`src/rtl/instr_sequencer_if.sv`:
```
// Control bundle between the instruction sequencer and its top level.
// CycleCnt is present only when CYCLE_COUNT_EN is defined.
interface instr_sequencer_if #(
    parameter int PCW = 10,
    parameter int MCW = 9
);
    logic           Req;
    logic [MCW-1:0] Instr;
    logic           RegWrite_d;
    logic           MemWrite_d;
    logic           MemtoReg_d;
    logic           Branch_d;
    logic           Zero;
    logic [PCW-1:0] Target;
    logic [PCW-1:0] PC;
    logic           IRLoad;
    logic           RegWE;
    logic           MemWE;
    logic           Busy;
    logic           Ack;
`ifdef CYCLE_COUNT_EN
    logic [15:0]    CycleCnt;

    modport master (
        output Req, Instr, RegWrite_d, MemWrite_d,
        output MemtoReg_d, Branch_d, Zero, Target,
        input  PC, IRLoad, RegWE, MemWE, Busy, Ack,
        input  CycleCnt
    );

    modport slave (
        input  Req, Instr, RegWrite_d, MemWrite_d,
        input  MemtoReg_d, Branch_d, Zero, Target,
        output PC, IRLoad, RegWE, MemWE, Busy, Ack,
        output CycleCnt
    );
`else
    modport master (
        output Req, Instr, RegWrite_d, MemWrite_d,
        output MemtoReg_d, Branch_d, Zero, Target,
        input  PC, IRLoad, RegWE, MemWE, Busy, Ack
    );

    modport slave (
        input  Req, Instr, RegWrite_d, MemWrite_d,
        input  MemtoReg_d, Branch_d, Zero, Target,
        output PC, IRLoad, RegWE, MemWE, Busy, Ack
    );
`endif
endinterface

```
`src/rtl/instr_sequencer.sv`:
```
// Multi-cycle FETCH/EXEC/MEMW/WB sequencer; owns the PC, gates decoder writes.
// Optional: define CYCLE_COUNT_EN for the 16-bit CycleCnt output.
module instr_sequencer #(
    parameter int             PCW       = 10,
    parameter int             MCW       = 9,
    parameter logic [MCW-1:0] HALT_CODE = 9'h1FF,
    parameter logic [PCW-1:0] START_PC  = '0,
    parameter int             MEM_LAT   = 1
) (
    input logic              Clk,
    input logic              Reset,
    instr_sequencer_if.slave bus
);

    typedef enum logic [2:0] {
        S_IDLE,
        S_FETCH,
        S_EXEC,
        S_MEMW,
        S_WB,
        S_HALT
    } state_t;

    state_t         r_state;
    state_t         w_next;
    logic [3:0]     r_wait;
    logic [3:0]     w_wait_nxt;
    logic [PCW-1:0] r_pc;
    logic [PCW-1:0] w_pc_nxt;
    logic           w_taken;
    logic           r_irload;
    logic           r_regwe;
    logic           r_memwe;
    logic           r_busy;
    logic           r_ack;

    assign w_taken = bus.Branch_d && !bus.Zero;

    // Next state, load-wait counter and PC update.
    always_comb begin
        w_next     = r_state;
        w_wait_nxt = r_wait;
        w_pc_nxt   = r_pc;
        unique case (r_state)
            S_IDLE: begin
                if (bus.Req == 1'b1) begin
                    w_next   = S_FETCH;
                    w_pc_nxt = START_PC;
                end
            end
            S_FETCH: begin
                w_next = S_EXEC;
            end
            S_EXEC: begin
                if (bus.Instr == HALT_CODE) begin
                    w_next = S_HALT;
                end else if (bus.MemtoReg_d == 1'b1) begin
                    w_next     = S_MEMW;
                    w_wait_nxt = 4'(MEM_LAT);
                end else begin
                    w_next = S_WB;
                end
            end
            S_MEMW: begin
                w_wait_nxt = r_wait - 4'd1;
                if (r_wait <= 4'd1) begin
                    w_next     = S_WB;
                    w_wait_nxt = '0;
                end
            end
            S_WB: begin
                w_next   = S_FETCH;
                // PC+1 wraps naturally at the PC width
                w_pc_nxt = w_taken ? bus.Target : r_pc + PCW'(1);
            end
            S_HALT: begin
                w_next = S_IDLE;
            end
            default: begin
                w_next = S_IDLE;
            end
        endcase
    end

    // State, PC and wait counter registers.
    always_ff @(posedge Clk or posedge Reset) begin
        if (Reset) begin
            r_state <= S_IDLE;
            r_wait  <= '0;
            r_pc    <= '0;
        end else begin
            r_state <= w_next;
            r_wait  <= w_wait_nxt;
            r_pc    <= w_pc_nxt;
        end
    end

    // Outputs registered from the next state so they are glitch-free;
    // decoder lines are stable from EXEC since Instr only follows PC.
    always_ff @(posedge Clk or posedge Reset) begin
        if (Reset) begin
            r_irload <= 1'b0;
            r_regwe  <= 1'b0;
            r_memwe  <= 1'b0;
            r_busy   <= 1'b0;
            r_ack    <= 1'b0;
        end else begin
            r_irload <= (w_next == S_FETCH);
            r_regwe  <= (w_next == S_WB) && (bus.RegWrite_d == 1'b1);
            r_memwe  <= (w_next == S_WB) && (bus.MemWrite_d == 1'b1);
            r_busy   <= (w_next != S_IDLE);
            r_ack    <= (w_next == S_HALT);
        end
    end

    assign bus.PC     = r_pc;
    assign bus.IRLoad = r_irload;
    assign bus.RegWE  = r_regwe;
    assign bus.MemWE  = r_memwe;
    assign bus.Busy   = r_busy;
    assign bus.Ack    = r_ack;

`ifdef CYCLE_COUNT_EN
    logic [15:0] r_cnt;

    // Busy-cycle counter; the accept edge clears it and counts FETCH.
    always_ff @(posedge Clk or posedge Reset) begin
        if (Reset) begin
            r_cnt <= '0;
        end else if (r_state == S_IDLE && w_next == S_FETCH) begin
            r_cnt <= 16'd1;
        end else if (w_next != S_IDLE && r_cnt != 16'hFFFF) begin
            r_cnt <= r_cnt + 16'd1;
        end
    end

    assign bus.CycleCnt = r_cnt;
`endif

endmodule

```
`src/flat_wrapper.sv`:
```
// flat-port wrapper written by rule: the top's interface ports become plain ports
module instr_sequencer_flat 
#(
    parameter int             PCW       = 10,
    parameter int             MCW       = 9,
    parameter logic [MCW-1:0] HALT_CODE = 9'h1FF,
    parameter logic [PCW-1:0] START_PC  = '0,
    parameter int             MEM_LAT   = 1
)
  (Clk, Reset, bus_Req, bus_Instr, bus_RegWrite_d, bus_MemWrite_d, bus_MemtoReg_d, bus_Branch_d, bus_Zero, bus_Target, bus_PC, bus_IRLoad, bus_RegWE, bus_MemWE, bus_Busy, bus_Ack);
  instr_sequencer_if #(.PCW(PCW), .MCW(MCW)) bus_i ();
  input logic Clk;
  input logic Reset;
  input wire logic [$bits(bus_i.Req)-1:0] bus_Req;
  input wire logic [$bits(bus_i.Instr)-1:0] bus_Instr;
  input wire logic [$bits(bus_i.RegWrite_d)-1:0] bus_RegWrite_d;
  input wire logic [$bits(bus_i.MemWrite_d)-1:0] bus_MemWrite_d;
  input wire logic [$bits(bus_i.MemtoReg_d)-1:0] bus_MemtoReg_d;
  input wire logic [$bits(bus_i.Branch_d)-1:0] bus_Branch_d;
  input wire logic [$bits(bus_i.Zero)-1:0] bus_Zero;
  input wire logic [$bits(bus_i.Target)-1:0] bus_Target;
  output wire logic [$bits(bus_i.PC)-1:0] bus_PC;
  output wire logic [$bits(bus_i.IRLoad)-1:0] bus_IRLoad;
  output wire logic [$bits(bus_i.RegWE)-1:0] bus_RegWE;
  output wire logic [$bits(bus_i.MemWE)-1:0] bus_MemWE;
  output wire logic [$bits(bus_i.Busy)-1:0] bus_Busy;
  output wire logic [$bits(bus_i.Ack)-1:0] bus_Ack;
  assign bus_i.Req = bus_Req;
  assign bus_i.Instr = bus_Instr;
  assign bus_i.RegWrite_d = bus_RegWrite_d;
  assign bus_i.MemWrite_d = bus_MemWrite_d;
  assign bus_i.MemtoReg_d = bus_MemtoReg_d;
  assign bus_i.Branch_d = bus_Branch_d;
  assign bus_i.Zero = bus_Zero;
  assign bus_i.Target = bus_Target;
  assign bus_PC = bus_i.PC;
  assign bus_IRLoad = bus_i.IRLoad;
  assign bus_RegWE = bus_i.RegWE;
  assign bus_MemWE = bus_i.MemWE;
  assign bus_Busy = bus_i.Busy;
  assign bus_Ack = bus_i.Ack;
  instr_sequencer #(.PCW(PCW), .MCW(MCW), .HALT_CODE(HALT_CODE), .START_PC(START_PC), .MEM_LAT(MEM_LAT)) u_core (.Clk(Clk), .Reset(Reset), .bus(bus_i));
endmodule
```
`config.mk`:
```
export PLATFORM = sky130hd
export DESIGN_NAME = instr_sequencer_flat
export DESIGN_NICKNAME = d
export VERILOG_FILES = /design/src/rtl/instr_sequencer_if.sv /design/src/rtl/instr_sequencer.sv /design/src/flat_wrapper.sv
export SDC_FILE = /design/constraint.sdc
export NUM_CORES = 1
export LEC_CHECK = 0
export ABC_AREA = 1
export CAP_MARGIN = 20
export CORE_MARGIN = 2
export CORE_UTILIZATION = 30
export DETAILED_ROUTE_END_ITERATION = 10
export GPL_ROUTABILITY_DRIVEN = 0
export PLACE_DENSITY = 0.58
export SLEW_MARGIN = 25
export SYNTH_ARGS = -nofsm -noshare
export SYNTH_HDL_FRONTEND = slang
export SYNTH_SLANG_ARGS = --single-unit
export TNS_END_PERCENT = 5
```
`constraint.sdc`:
```
create_clock -name Clk -period 2.3 [get_ports Clk]
set_input_delay 0.345 -clock Clk [delete_from_list [all_inputs] [get_ports Clk]]
set_output_delay 0.345 -clock Clk [all_outputs]
set_load 0.005 [all_outputs]
```
==> results by group, run 1 <==
Setup path
  • Critical path depth: 8
  • Critical Path Source Type: flop
  • Crit Path Max Fanout: 6
  • CP arrival: roughly 1.8 ns
  • Crit-path leading delay family: compound AO/OA/AOI/OAI gates
  • Slowest CP cell: dfrtp_1
  • Crit. End Element: flop
  • CP Class: flop to flop
  • Crit path largest cell delay: approximately 0.37 ns
  • Reg2reg path depth: 8
  • Worst endpoint required time: 2.46 ns
  • Worst-path cell chain: inv_1 -> ha_1 -> o21ai_1 -> a21oi_1 -> nand2_1 -> inv_2 -> nand3_2 -> nor2_1
  • Worst Path Buf+Inv: 2

STA
  • Count of pins over their slew limit: 0
  • Final worst path period share: 70.06%
  • Fmax: ~620 MHz
  • TNS Setup: 0 ns
  • Slew headroom: around 73%
  • RSZ-0062 raised after global routing: false
  • Hold Vio Cnt, Final: 0
  • Final Skew: about 0.008 ns
  • Final setup violating endpoints: 0
  • Min Clock Period, post-route: roughly 1.6 ns
  • Worst-margin pin slew: 0.4033 ns

Layout
  • FF+latch area: approximately 550 sq um
  • Layout area overhead: 42.70%
  • Share of cells above drive strength 1: roughly an eighth
  • Post-layout instance area: 1798 sq um
  • Number of nets in the layout: about 250
  • # diodes: 0
  • Filler instances: between 400 and 500
  • Final non-filler cell total: 264
  • Area of the multi-input gates: between 500 and 600 sq um

Synth
  • Synth warn: 0
  • Synth Register Bits: 22
  • Netlist cell types: 25
  • Sequential area share after synthesis: between 40% and 50%
  • Post-Synthesis Cells: ~170
  • Syn Area/Cell: roughly 7.5 sq um
  • Syn nets: 198
  • Syn Std Cell Area: approximately 1300 sq um

GRT
  • GRT overflow: 0
  • GRT Overall Usage: 13.98%
  • Vias in the first global route: roughly 1100
  • Initial antenna violation count: 0
  • Global-route wire length before repair: approximately 5000 microns
  • Largest net degree at the start of global routing: 23

Detailed routing
  • Initial DRC count: 64
  • WL final: about 2800 microns
  • Vias per inst: 4.394
  • Final ANT Viol Nets: 0
  • Drt drc: 0
  • Per-cell routed wire length: between 10 and 15 microns
  • Via count: ~1200
  • DRT Pass-1 Iters: 4

Die
  • Die area: approximately 4700 sq um
  • Core box area: between 4000 and 5000 sq um
  • Die height: between 60 and 70 microns
  • Ports: 42
  • Rows: 23
  • Initial Util: 31.27%
  • Die X: a little under 70 microns

Clocking
  • Clk buf depth: 2
  • # H-tree levels: 1
  • Num CTS Buffers: 3
  • Root Driver: clkbuf_8
  • Hold buffers post-CTS: 0
  • Post-CTS sizing: 0
  • Clock Sink Count: 22
  • TritonCTS clock tree: yes
  • Post-CTS Setup Inserts: 0
  • Clock Latency Late Sink: about 0.26 ns
  • Reg clk slew, reported paths: roughly 0.080 ns

Power and ir drop
  • Tot Pwr: roughly 0.0019 W
  • Maximum vdd drop: about 0.52 mV
  • Leak pwr: about 0.83 nW
  • Pwr Density: 1058 nW/um^2

Placement
  • IO buf count: 41
  • DP Area: roughly 1700 sq um
  • Placed Cells: 260
  • Post-DP HPWL: between 2000 and 2500 microns

Min path
  • Hold crit path type: input pin to async pin

Status
  • Status: complete, no violations

Flow run
  • Max Cap Viol: 0
[metal layers]
metal | routed length (microns) | global-route usage [%] | vias to the layer above
met3 | 140 | 4.058 | 2
met1 | 1338 | 18.69 | 514
li1 | - | - | 623
met4 | 10 | 3.676 | 0
met5 | 0 | 0 | -
met2 | 1284 | 22.12 | 21
[final timing paths]
kind	start	to	slack (ns)
max	u_core.r_wait[0]	u_core.bus.RegWE	0.69
min	Reset	u_core.bus.PC[4]	0.41
max reg2reg	u_core.r_wait[0]	u_core.bus.RegWE	0.69
min reg2reg	u_core.bus.PC[9]	u_core.bus.PC[9]	0.54
max in group asynchronous	Reset	u_core.bus.PC[8]	1.66
min in group Clk	u_core.bus.PC[9]	u_core.bus.PC[9]	0.54
[tightest hold or removal path, cell delays in order]
cell             delay, ns
clkdlybuf4s50_1       0.40
inv_1                 0.05
buf_4                 0.27
[area by class of cell]
type / count / area share, %
timing repair buffer: 43 / 23.66
multi-input combinational: 117 / 33.33
tap: 50 / 3.479
inverter: 28 / 5.846
sequential: 22 / 30.62
clock buffer: 4 / 3.062
[registers in the layout (all words and copies together) (netlist names)]
register,cells
u_core.bus.Busy,1
u_core.bus.RegWE,1
u_core.bus.MemWE,1
u_core.r_wait,4
u_core.bus.IRLoad,1
u_core.bus.PC,10
u_core.r_state,3
u_core.bus.Ack,1
[cell usage in the layout, fill, tap and decap left out]
master / n
a21oi_1: 3
a21oi_2: 1
buf_4: 2
clkbuf_8: 4
clkdlybuf4s50_1: 41
dfrtp_1: 22
ha_1: 3
inv_1: 17
inv_2: 11
nand2_1: 31
nand2_2: 2
nand3_1: 14
nand3_2: 1
nand4_1: 3
nor2_1: 31
nor2_2: 1
nor2_4: 1
nor3_1: 1
nor3_2: 2
o21ai_1: 11
o21ai_2: 1
o22ai_1: 1
o31ai_1: 3
o32ai_1: 1
or2_0: 1
xnor2_1: 1
xor2_1: 4
[through the flow]
stage               worst slack [ns]  hold WS [ns]  utilization (%)
floorplan                     0.9110        0.3342                -
global placement              0.6150        0.5276            43.26
detailed placement            0.5935        0.5224            43.26
CTS                           0.7044        0.4237            44.63
global route                  0.4947        0.4525            44.63
finish                        0.6886        0.4105            44.63
[synthesized netlist by cell type, drive strengths merged]
cell type / count / area [sq um]
nand2: 33 / 128.9
nor2: 33 / 133.9
inv: 28 / 105.1
dfrtp: 22 / 550.5
nand3: 15 / 80.08
o21ai: 12 / 63.81
a21oi: 4 / 23.77
xor2: 4 / 35.03
ha: 3 / 37.54
nand4: 3 / 18.77
nor3: 3 / 25.02
o31ai: 3 / 22.52
buf: 1 / 5.000
o22ai: 1 / 6.260
o32ai: 1 / 8.760
or2: 1 / 6.260
xnor2: 1 / 8.760
[cells by family (layout without fill, tap and decap cells)]
family / after synthesis / after routing / synth area share [%]
AOI/OAI and AO/OA: 21 / 21 / 9.930
xor gates and xnor gates: 5 / 5 / 3.476
adders and majority gates: 3 / 3 / 2.979
buffers and inverters: 29 / 75 / 8.738
and+or+nand+nor: 88 / 88 / 31.18
DFF: 22 / 22 / 43.69
[report_power, final]
| part | switching, W | total, W | leakage, nW | internal [W] |
|---|---|---|---|---|
| Combinational | 0.000487 | 0.000936 | 0.510 | 0.000449 |
| Clock | 0.000122 | 0.000274 | 0.0288 | 0.000153 |
| Sequential | 0.000145 | 0.000692 | 0.293 | 0.000547 |
Power figures use the tool's default switching activity.
==> run 2, diff against run 1 <==
clock period = 1.7 ns   (was 2.3 ns; I/O delays follow)
==> results by group, run 2 (synthesis gave the netlist of run 1 again) <==
Clocking
  • Post-CTS sizing: 0 (unchanged)
  • Clock Sink Count: 22 (unchanged)
  • TritonCTS clock tree: yes (unchanged)
  • Num CTS Buffers: 3 (unchanged)
  • # H-tree levels: 1 (unchanged)
  • Reg clk slew, reported paths: 0.07 ns (was 0.08 ns)
  • Post-CTS Setup Inserts: 0 (unchanged)
  • Hold buffers post-CTS: 0 (unchanged)
  • Clk buf depth: 2 (unchanged)
  • Root Driver: clkbuf_8 (unchanged)
  • Clock Latency Late Sink: 0.26 ns (about the same)

Placement
  • Post-DP HPWL: 2121 microns (was 2149 microns)
  • DP Area: 1758 sq um (was 1743 sq um)
  • IO buf count: 41 (unchanged)

Layout
  • Filler instances: 408 (was 415)
  • Most common cell after layout, fill and taps aside: clkdlybuf4s50_1 (unchanged)
  • Post-layout instance area: 1807 sq um (was 1798 sq um)
  • Number of nets in the layout: 247 (was 245)
  • Commonest cells after routing, fill and taps aside: 41 x clkdlybuf4s50_1, 31 x nor2_1, 31 x nand2_1 (unchanged)
  • # diodes: 0 (unchanged)
  • Share of cells above drive strength 1: 12.56% (was 12.15%)
  • Layout area overhead: 43.40% (was 42.70%)
  • Max FFs per register: 10 (unchanged)

Setup path
  • Crit-path leading delay family: simple AND/OR/NAND/NOR gates (was compound AO/OA/AOI/OAI gates)
  • CP arrival: 1.69 ns (was 1.77 ns)
  • Reg2reg setup slack: 0.19 ns (was 0.69 ns)
  • Slowest CP cell: dfrtp_1 (unchanged)
  • Crit Path Max Fanout: 4 (was 6)
  • Crit path largest cell delay: 0.37 ns (about the same)
  • Worst endpoint required time: 1.88 ns (was 2.46 ns)
  • Worst Path Buf+Inv: 1 (was 2)
  • Worst path most repeated cell: nand2_1
  • Reg2reg start: u_core.r_wait[0] (unchanged)
  • Reg2reg path depth: 7 (was 8)
  • Crit. End Element: flop (unchanged)
  • R2R Path End: u_core.bus.Ack (was u_core.bus.RegWE)
  • Critical Path Source Type: flop (unchanged)
  • Worst-path cell chain: inv_1 -> ha_1 -> o21ai_1 -> nand2_1 -> nand2_1 -> a21oi_4 -> nor3_2 (was inv_1 -> ha_1 -> o21ai_1 -> a21oi_1 -> nand2_1 -> inv_2 -> nand3_2 -> nor2_1)
  • CP Class: flop to flop (unchanged)

STA
  • Final Skew: 0.003819 ns (was 0.007793 ns)
  • Hold Vio Cnt, Final: 0 (unchanged)
  • Count of pins over their slew limit: 0 (unchanged)
  • Fmax: 662.7 MHz (was 620.6 MHz)
  • Final worst path period share: 88.77% (was 70.06%)
  • Final setup violating endpoints: 0 (unchanged)
  • Worst-margin pin slew: 0.3436 ns (was 0.4033 ns)
  • TNS Setup: 0 ns (unchanged)
  • RSZ-0062 raised after global routing: false (unchanged)
  • Slew headroom: 77.04% (was 72.93%)
  • Min Clock Period, post-route: 1.509 ns (was 1.611 ns)

Die
  • Die area: 4734 sq um (unchanged)
  • Die X: 68.81 microns (unchanged)
  • Die height: 68.81 microns (unchanged)
  • Ports: 42 (unchanged)
  • Initial Util: 31.27% (unchanged)
  • Core box area: 4029 sq um (unchanged)
  • Rows: 23 (unchanged)

Power and ir drop
  • Pwr Density: 1413 nW/um^2 (was 1058 nW/um^2)
  • Tot Pwr: 0.002553 W (was 0.001902 W)
  • Maximum vdd drop: 0.6666 mV (was 0.5240 mV)
  • Leak pwr: 0.8361 nW (was 0.8315 nW)

GRT
  • Vias in the first global route: 1019 (was 1116)
  • Global-route wire length before repair: 4422 microns (was 4912 microns)
  • GRT Overall Usage: 12.71% (was 13.98%)
  • Largest net degree at the start of global routing: 23 (unchanged)
  • Initial antenna violation count: 0 (unchanged)
  • GRT overflow: 0 (unchanged)

Detailed routing
  • Per-cell routed wire length: 9.932 microns (was 10.51 microns)
  • Final ANT Viol Nets: 0 (unchanged)
  • Met1 WL: 1269 microns (was 1338 microns)
  • Routed wl met2: 1220 microns (was 1284 microns)
  • Initial DRC count: 28 (was 64)
  • Drt drc: 0 (unchanged)
  • Highest routed metal layer: met4 (unchanged)
  • Via count: 1156 (was 1160)
  • Vias per inst: 4.362 (was 4.394)
  • DRT Pass-1 Iters: 4 (unchanged)
  • WL final: 2632 microns (was 2774 microns)
  • Met3 wire length: 124 microns (was 140 microns)

Min path
  • Hold crit path type: input pin to async pin (unchanged)

Status
  • Status: complete, no violations (unchanged)

Flow run
  • Max Cap Viol: 0 (unchanged)
-- run 2: changes by cell type in the layout (fill, tap and decap cells not counted) --
cell	delta
buf_4	+2
a21oi_2	-1
a21oi_4	+1
clkbuf_8	-1
-- run 2: area by class of cell --
class	count	area [sq um]	area share (%)
sequential	22	550.5	30.47
tap	50	62.56	3.463
inverter	28	105.1	5.817
multi-input combinational	117	606.8	33.59
clock buffer	3	41.29	2.285
timing repair buffer	45	440.4	24.38
-- run 2: worst max path at each step --
stage	cells past startpoint	slack, ns	end	from
3_5_place_dp	8	0.15	u_core.bus.RegWE	u_core.r_wait[0]
6_report	7	0.19	u_core.bus.Ack	u_core.r_wait[0]
5_1_grt	8	0.03	u_core.bus.PC[8]	u_core.bus.PC[0]
3_3_place_gp	8	0.16	u_core.bus.RegWE	u_core.r_wait[0]
2_1_floorplan	7	0.31	u_core.bus.Busy	u_core.r_wait[0]
4_1_cts	8	0.14	u_core.bus.MemWE	u_core.r_wait[0]
-- run 2: per-stage QoR --
stage | cells | setup slack [ns] | utilization, % | hold WS, ns
3_3_place_gp | 262 | 0.1642 | 43.63 | 0.5307
6_report | 265 | 0.1910 | 44.84 | 0.3305
3_5_place_dp | 262 | 0.1491 | 43.63 | 0.5293
2_1_floorplan | 168 | 0.3110 | - | 0.2442
4_1_cts | 265 | 0.1402 | 44.66 | 0.3410
5_1_grt | 265 | 0.02726 | 44.84 | 0.3703
-- run 2: worst min-delay path, stage by stage --
cell and delay (ns):
clkdlybuf4s50_1 0.40, inv_1 0.05, buf_4 0.27
-- run 2: routing by layer --
metal	track usage, %	vias to the layer above
met5	0	-
met4	3.676	0
met3	3.734	2
met2	20.31	20
met1	16.67	503
li1	-	631
-- run 2: where the power goes --
| group | total, W | internal, W | switching, W |
|---|---|---|---|
| Combinational | 0.00131 | 0.000645 | 0.000662 |
| Clock | 0.000309 | 0.000158 | 0.000152 |
| Sequential | 0.000937 | 0.000740 | 0.000197 |
